===== src/rtl/mem_pkg.sv =====
// Shared definitions for the MEM-stage data-memory access controller:
// access type encodings, error codes, FSM state encoding and the
// byte-enable / store-lane replication helpers.
package mem_pkg;

  localparam logic [2:0] TYPE_W  = 3'd0;  // word
  localparam logic [2:0] TYPE_HS = 3'd1;  // half, sign-extended
  localparam logic [2:0] TYPE_BS = 3'd2;  // byte, sign-extended
  localparam logic [2:0] TYPE_HU = 3'd3;  // half, zero-extended
  localparam logic [2:0] TYPE_BU = 3'd4;  // byte, zero-extended

  localparam logic [1:0] ERR_NONE     = 2'b00;
  localparam logic [1:0] ERR_MISALIGN = 2'b01;
  localparam logic [1:0] ERR_RANGE    = 2'b10;
  localparam logic [1:0] ERR_TIMEOUT  = 2'b11;

  typedef enum logic [1:0] {
    ST_IDLE = 2'd0,
    ST_WAIT = 2'd1,
    ST_RESP = 2'd2
  } state_t;

  typedef enum logic [1:0] {
    SZ_WORD = 2'd0,
    SZ_HALF = 2'd1,
    SZ_BYTE = 2'd2
  } size_t;

  localparam logic [3:0] BE_WORD    = 4'b1111;
  localparam logic [3:0] BE_HALF_LO = 4'b0011;
  localparam logic [3:0] BE_HALF_HI = 4'b1100;
  localparam logic [3:0] BE_BYTE0   = 4'b0001;

  // Encodings 5-7 are not defined and behave as word accesses.
  function automatic size_t size_of(input logic [2:0] t);
    case (t)
      TYPE_HS, TYPE_HU: size_of = SZ_HALF;
      TYPE_BS, TYPE_BU: size_of = SZ_BYTE;
      default:          size_of = SZ_WORD;
    endcase
  endfunction

  function automatic logic [3:0] byte_en(input size_t sz, input logic [1:0] lo);
    case (sz)
      SZ_HALF: byte_en = lo[1] ? BE_HALF_HI : BE_HALF_LO;
      SZ_BYTE: byte_en = BE_BYTE0 << lo;
      default: byte_en = BE_WORD;
    endcase
  endfunction

  // Store data is right-aligned; replicate it so every lane carries it and
  // the byte enables alone select where it lands.
  function automatic logic [31:0] lane_rep(input size_t sz, input logic [31:0] d);
    case (sz)
      SZ_HALF: lane_rep = {2{d[15:0]}};
      SZ_BYTE: lane_rep = {4{d[7:0]}};
      default: lane_rep = d;
    endcase
  endfunction

endpackage


===== src/rtl/load_extend.sv =====
// Load lane select and extension.
// Ports:
//   word   - 32-bit word returned by the data memory
//   lo     - byte offset addr[1:0] of the access
//   typ    - access type (mem_pkg TYPE_*; 5-7 act as word)
//   result - selected lane, sign- or zero-extended to 32 bits
module load_extend
  import mem_pkg::*;
(
  input  logic [31:0] word,
  input  logic [1:0]  lo,
  input  logic [2:0]  typ,
  output logic [31:0] result
);

  logic signed [15:0] half_v;
  logic signed [7:0]  byte_v;

  always_comb begin
    half_v = lo[1] ? word[31:16] : word[15:0];
    case (lo)
      2'd0:    byte_v = word[7:0];
      2'd1:    byte_v = word[15:8];
      2'd2:    byte_v = word[23:16];
      default: byte_v = word[31:24];
    endcase
    case (typ)
      TYPE_HS: result = {{16{half_v[15]}}, half_v};
      TYPE_HU: result = {16'h0000, half_v};
      TYPE_BS: result = {{24{byte_v[7]}}, byte_v};
      TYPE_BU: result = {24'h000000, byte_v};
      default: result = word;
    endcase
  end

endmodule


===== src/rtl/mem_access_ctrl.sv =====
// Multi-cycle data-memory access controller for the MEM stage.
// Checks alignment and address range, drives a req/ready memory bus with
// byte enables, waits out variable latency (bounded by TIMEOUT) and returns
// extended load data with a one-cycle done pulse.
// Ports:
//   clk, reset           - clock, synchronous active-high reset
//   req, we, acc_type    - MEM-stage request, store flag, access type
//   addr, wdata          - byte address, right-aligned store data
//   stall                - freeze pipeline while an access is pending
//   done, rdata          - completion pulse, extended load data
//   err, err_code        - error flag and code (valid with done)
//   mem_req, mem_we      - memory bus request / write
//   mem_addr, mem_be     - word address, byte enables
//   mem_wdata            - lane-replicated store data
//   mem_rdata, mem_ready - memory read word, completion strobe
module mem_access_ctrl
  import mem_pkg::*;
#(
  parameter logic [31:0] MEM_BASE = 32'h0000_0000,
  parameter logic [31:0] MEM_SIZE = 32'h0000_3000,
  parameter int          TIMEOUT  = 16
) (
  input  logic        clk,
  input  logic        reset,
  input  logic        req,
  input  logic        we,
  input  logic [2:0]  acc_type,
  input  logic [31:0] addr,
  input  logic [31:0] wdata,
  output logic        stall,
  output logic        done,
  output logic [31:0] rdata,
  output logic        err,
  output logic [1:0]  err_code,
  output logic        mem_req,
  output logic        mem_we,
  output logic [31:0] mem_addr,
  output logic [3:0]  mem_be,
  output logic [31:0] mem_wdata,
  input  logic [31:0] mem_rdata,
  input  logic        mem_ready
);

  localparam int CNT_W = $clog2(TIMEOUT + 1);

  state_t            state, state_nx;
  logic [CNT_W-1:0]  cnt;
  logic              we_q;
  logic [2:0]        type_q;
  logic [1:0]        lo_q;
  size_t             req_sz;
  logic              misaligned;
  logic              out_of_range;
  logic [32:0]       off;
  logic              tmo_hit;
  logic [31:0]       ext_data;

  load_extend u_load_extend (
    .word   (mem_rdata),
    .lo     (lo_q),
    .typ    (type_q),
    .result (ext_data)
  );

  always_comb begin
    req_sz     = size_of(acc_type);
    misaligned = ((req_sz == SZ_WORD) && (addr[1:0] != 2'b00)) ||
                 ((req_sz == SZ_HALF) && addr[0]);
    // 33-bit offset: a borrow means the address lies below MEM_BASE.
    off          = {1'b0, addr} - {1'b0, MEM_BASE};
    out_of_range = off[32] || (off[31:0] >= MEM_SIZE);
    // The counter starts at 0 on the first WAIT cycle, so TIMEOUT-1 marks
    // the last allowed WAIT cycle.
    tmo_hit      = (cnt == CNT_W'(TIMEOUT - 1));
  end

  assign stall = ((state == ST_IDLE) && req) || (state == ST_WAIT);
  assign done  = (state == ST_RESP) && !reset;

  always_ff @(posedge clk) begin
    if (reset) state <= ST_IDLE;
    else       state <= state_nx;
  end

  always_comb begin
    state_nx = state;
    case (state)
      ST_IDLE: if (req) state_nx = (misaligned || out_of_range) ? ST_RESP : ST_WAIT;
      ST_WAIT: if (mem_ready || tmo_hit) state_nx = ST_RESP;
      default: state_nx = ST_IDLE;
    endcase
  end

  // Bus registers, latched request fields, timeout counter and response.
  always_ff @(posedge clk) begin
    if (reset) begin
      mem_req   <= 1'b0;
      mem_we    <= 1'b0;
      mem_addr  <= '0;
      mem_be    <= '0;
      mem_wdata <= '0;
      rdata     <= '0;
      err       <= 1'b0;
      err_code  <= ERR_NONE;
      cnt       <= '0;
      we_q      <= 1'b0;
      type_q    <= TYPE_W;
      lo_q      <= 2'b00;
    end else begin
      case (state)
        ST_IDLE: begin
          if (req) begin
            if (misaligned) begin
              err      <= 1'b1;
              err_code <= ERR_MISALIGN;
              rdata    <= '0;
            end else if (out_of_range) begin
              err      <= 1'b1;
              err_code <= ERR_RANGE;
              rdata    <= '0;
            end else begin
              mem_req   <= 1'b1;
              mem_we    <= we;
              mem_addr  <= {addr[31:2], 2'b00};
              mem_be    <= byte_en(req_sz, addr[1:0]);
              mem_wdata <= lane_rep(req_sz, wdata);
              we_q      <= we;
              type_q    <= acc_type;
              lo_q      <= addr[1:0];
              cnt       <= '0;
            end
          end
        end
        ST_WAIT: begin
          // Ready wins over a coinciding timeout.
          if (mem_ready) begin
            mem_req  <= 1'b0;
            err      <= 1'b0;
            err_code <= ERR_NONE;
            rdata    <= we_q ? 32'h0 : ext_data;
          end else if (tmo_hit) begin
            mem_req  <= 1'b0;
            err      <= 1'b1;
            err_code <= ERR_TIMEOUT;
            rdata    <= '0;
          end else begin
            cnt <= cnt + 1'b1;
          end
        end
        default: ;
      endcase
    end
  end

endmodule


===== config.mk =====
export PLATFORM = sky130hd
export DESIGN_NAME = mem_access_ctrl
export DESIGN_NICKNAME = d
export VERILOG_FILES = /design/src/rtl/mem_pkg.sv /design/src/rtl/load_extend.sv /design/src/rtl/mem_access_ctrl.sv
export SDC_FILE = /design/constraint.sdc
export NUM_CORES = 1
export LEC_CHECK = 0
export CAP_MARGIN = 20
export CORE_UTILIZATION = 43
export CTS_BUF_LIST = sky130_fd_sc_hd__clkbuf_4 sky130_fd_sc_hd__clkbuf_8 sky130_fd_sc_hd__clkbuf_16
export DETAILED_ROUTE_END_ITERATION = 7
export MAX_ROUTING_LAYER = met4
export PLACE_DENSITY = 0.81
export SLEW_MARGIN = 20
export SYNTH_ARGS = -nofsm -noshare
export SYNTH_HDL_FRONTEND = slang
export SYNTH_SLANG_ARGS = --single-unit

===== constraint.sdc =====
create_clock -name clk -period 3 [get_ports clk]
set_input_delay 0.6 -clock clk [delete_from_list [all_inputs] [get_ports clk]]
set_output_delay 0.6 -clock clk [all_outputs]
set_load 0.005 [all_outputs]

==> flow_summary_export.csv <==
group,metric,value,unit
cts,clkLatencyLatePin,0.41,ns
cts,root_buffer,"clkbuf_16",
pwr,p_leak,0.00299,µW
grt,grt_pass1_wl,26.2,mm
worst_setup_path,regToRegSetupSlack,0.70,ns
layout,register_area,0.00230,mm²
worst_setup_path,path_class,"in2reg",
outcome,status,"completed",
grt,grt_overflow,0,
detailed_routing,firstDrtPassIters,5,
cts,clockBufferDepth,2,
synth,synth-edff-count,0,
synth,synth_cells,596,
synth,synth_top_flop_cell,"dfxtp_1",
cts,cts_setup_buffers,0,
pwr,swShare,0.215,
cts,tritoncts,"yes",
synth,synth_async_sr_flop_share,0,
worst_setup_path,path_cells,"clkdlybuf4s50_1 -> xor2_2 -> nor2b_2 -> inv_1 -> ha_1 -> a21oi_1 -> o211ai_1 -> buf_4 -> nor3_2 -> buf_4 -> nor2_1 -> nor3_1",
synth,ys_seq_elements,115,
die,die_area,0.0122,mm²
placed_design,dp_cells,925,
layout,fin_area,0.00793,mm²
layout,multi_input_area,0.00247,mm²
die,die_y,110,µm
sta,finalCriticalPeriod,2.77,ns
layout,drive_gt1_frac,0.107,
grt,antenna_found_initial,0,
sta,setup_tns,0,ns
placed_design,place_area,0.00730,mm²
sta,setup_viol,0,
pwr,p_seq_frac,0.389,
synth,syn_avg_cell_area,8.48,µm²
placed_design,dp_hpwl,11.5,mm
cts,path_clk_slew,0.05,ns
pwr,power.density,498,mW/mm²
synth,synth_cell_type_count,48,
layout,antenna_cells,0,
worst_setup_path,cp_top_family,"buffers and inverters",
worst_setup_path,end_kind,"flip-flop",
synth,ys_seq_area_frac,0.455,
detailed_routing,avgViaCountPerCell,5.47,
grt,grt_pass1_vias,5235,
die,rows,39,
layout,instances_no_fill,957,
synth,syn_area,0.00506,mm²
pwr,pwr-share-comb,0.092,
sta,hold_viol_final,0,
placed_design,io_buffers,208,
pwr,power,3950,µW
die,num_io_pins,211,
sta,fmax,361,MHz
cts,cts.sinks,115,
pwr,pwr-share-clk,0.519,
worst_setup_path,path_buf_inv,4,
grt,grt_usage,0.276,
worst_setup_path,path_common_cell,"buf_4",
worst_hold_path,hold_class,"reg2reg",
die,initial_core_util,0.443,
layout,fin_nets,910,
sta,fin_crit_sh,0.925,
layout,utilization,0.695,
pwr,ir_drop,0.000339,V
pwr,switchingPower,850,µW
sta,rsz0062_at_grt,"no",
grt,grt_max_degree,45,
sta,maxSlewHeadroom,0.462,
detailed_routing,drcViolationCount,0,
detailed_routing,num_vias,5235,
cts,numCtsBuffers,17,
detailed_routing,antenna_left,0,
synth,ys_warn_count,0,
placed_design,place.gp.congestion,0.856,
die,core_area,0.0114,mm²
detailed_routing,wl,16.1,mm
worst_setup_path,max_stage_delay,0.53,ns
detailed_routing,wl_per_cell,16.9,µm
sta,timing_worst_slew_pin_value,0.806,ns
die,fp.dieW,110,µm
worst_setup_path,crit_slowest_cell,"clkdlybuf4s50_1",
worst_setup_path,crit_fanout,14,
layout,fill_cells,901,
worst_setup_path,required,3.31,ns
cts,h-tree-depth,4,
sta,skew,0.0124,ns
pwr,intPower,3100,µW
detailed_routing,first_iter_violations,405,
worst_setup_path,arrival,3.08,ns
layout,syn2layout_area_growth,56.9,%
sta,slew_viol_final,0,
run,drv_cap,0,
worst_setup_path,cp-start-kind,"input pin",
cts,cts_hold_buffers,0,
==> routing by layer <==
layer,track usage,share of wire
met4,0.129,0.032
met5,-,0
met1,0.313,0.41
met3,0.0697,0.065
met2,0.458,0.49
==> logic make-up (layout without fill, tap and decap cells) <==
| family | Yosys count | in the layout | synth area share |
|---|---|---|---|
| adder cells (fa/ha/maj) | 5 | 5 | 0.0124 |
| AND/OR/NAND/NOR | 230 | 230 | 0.211 |
| buffers and inverters | 69 | 286 | 0.0638 |
| multiplexers | 16 | 16 | 0.0436 |
| AO/OA/AOI/OAI | 158 | 158 | 0.210 |
| XOR/XNOR | 2 | 2 | 0.00347 |
| flip-flops | 115 | 115 | 0.455 |
| other | 1 | 2 | 0.000742 |
==> flip-flops by register name, indices dropped and copies added (netlist names), 2 cells and up <==
signal / count
state: 2
lo_q: 2
mem_addr: 30
mem_wdata: 32
err_code: 2
mem_be: 4
rdata: 32
type_q: 3
cnt: 5
==> power by group through the flow <==
stage | logic (µW) | clock network (µW) | registers (µW)
after CTS | 359 | 2080 | 1540
after floorplan | 139 | 0 | 1570
after global routing | 390 | 2160 | 1530
after detailed placement | 354 | 0 | 1570
after global placement | 348 | 0 | 1570
final | 364 | 2050 | 1540
==> path summary, 6_finish.rpt <==
path | endpoint | depth (start not counted) | from
max | mem_wdata[22] | 12 | acc_type[2]
min | mem_wdata[4] | 2 | mem_wdata[4]
min reg2reg | mem_wdata[4] | 2 | mem_wdata[4]
max reg2reg | rdata[11] | 5 | lo_q[1]
==> final cells by class <==
cell class	count	share of cell area
inverter	23	0.0109
multi-input combinational	413	0.311
tap	143	0.0226
clock buffer	22	0.0599
clock inverter	10	0.0166
sequential	115	0.290
timing repair buffer	231	0.288
==> per-stage QoR <==
step	hold slack (ns)	setup WS [ns]
floorplan	0.439	0.552
global placement	0.438	-0.234
detailed placement	0.446	-0.295
CTS	0.453	0.0427
global route	0.474	0.0471
finish	0.452	0.226
==> layout by cell type, fill, tap and decap left out, types with 3 or more instances in the layout <==
cell type / instances
a31oi_1: 5
nor3b_1: 10
a211oi_1: 6
buf_12: 3
ha_1: 5
a221oi_1: 8
nand2b_1: 5
nor2b_1: 4
nor3_1: 13
clkbuf_4: 3
a22o_1: 3
clkbuf_16: 17
a21oi_1: 68
dfxtp_1: 115
mux4_2: 4
mux2i_1: 4
a21o_1: 6
nand2_1: 99
mux2_2: 8
clkinv_2: 5
buf_4: 20
nand3_1: 9
a211oi_2: 8
o21ai_0: 18
bufinv_16: 3
nor4_1: 4
clkdlybuf4s50_1: 207
nor2_1: 56
inv_1: 23
o2bb2ai_1: 24
and3_1: 19
==> worst register-to-register path: cells and delay by family, from the launching register on <==
kind / cells / cell delay [ns]
AOI/OAI and AO/OA: 4 / 1.00
muxes: 1 / 0.40
DFF: 1 / 0.84
==> cells in the mapped netlist, drive strengths merged, types with 6 or more instances <==
| cell type | n | area, µm² |
|---|---|---|
| dfxtp | 115 | 2300 |
| nand2 | 99 | 372 |
| a21oi | 68 | 340 |
| nor2 | 57 | 214 |
| buf | 25 | 158 |
| o2bb2ai | 24 | 210 |
| inv | 23 | 86.3 |
| clkbuf | 21 | 78.8 |
| and3 | 19 | 119 |
| o21ai | 19 | 98.9 |
| a211oi | 14 | 140 |
| nor3 | 14 | 70.1 |
| nor3b | 11 | 87.6 |
| nand3 | 9 | 45.0 |
| a221oi | 8 | 70.1 |
| mux2 | 8 | 90.1 |
| a21o | 6 | 45.0 |
| nand2b | 6 | 45.0 |
==> timing repair <==
action,4_1_cts,5_1_grt
endpoints found under the setup margin,0,39
endpoints found under the hold margin,0,0
resized for setup,0,4
(Power assumes the default switching activity.)
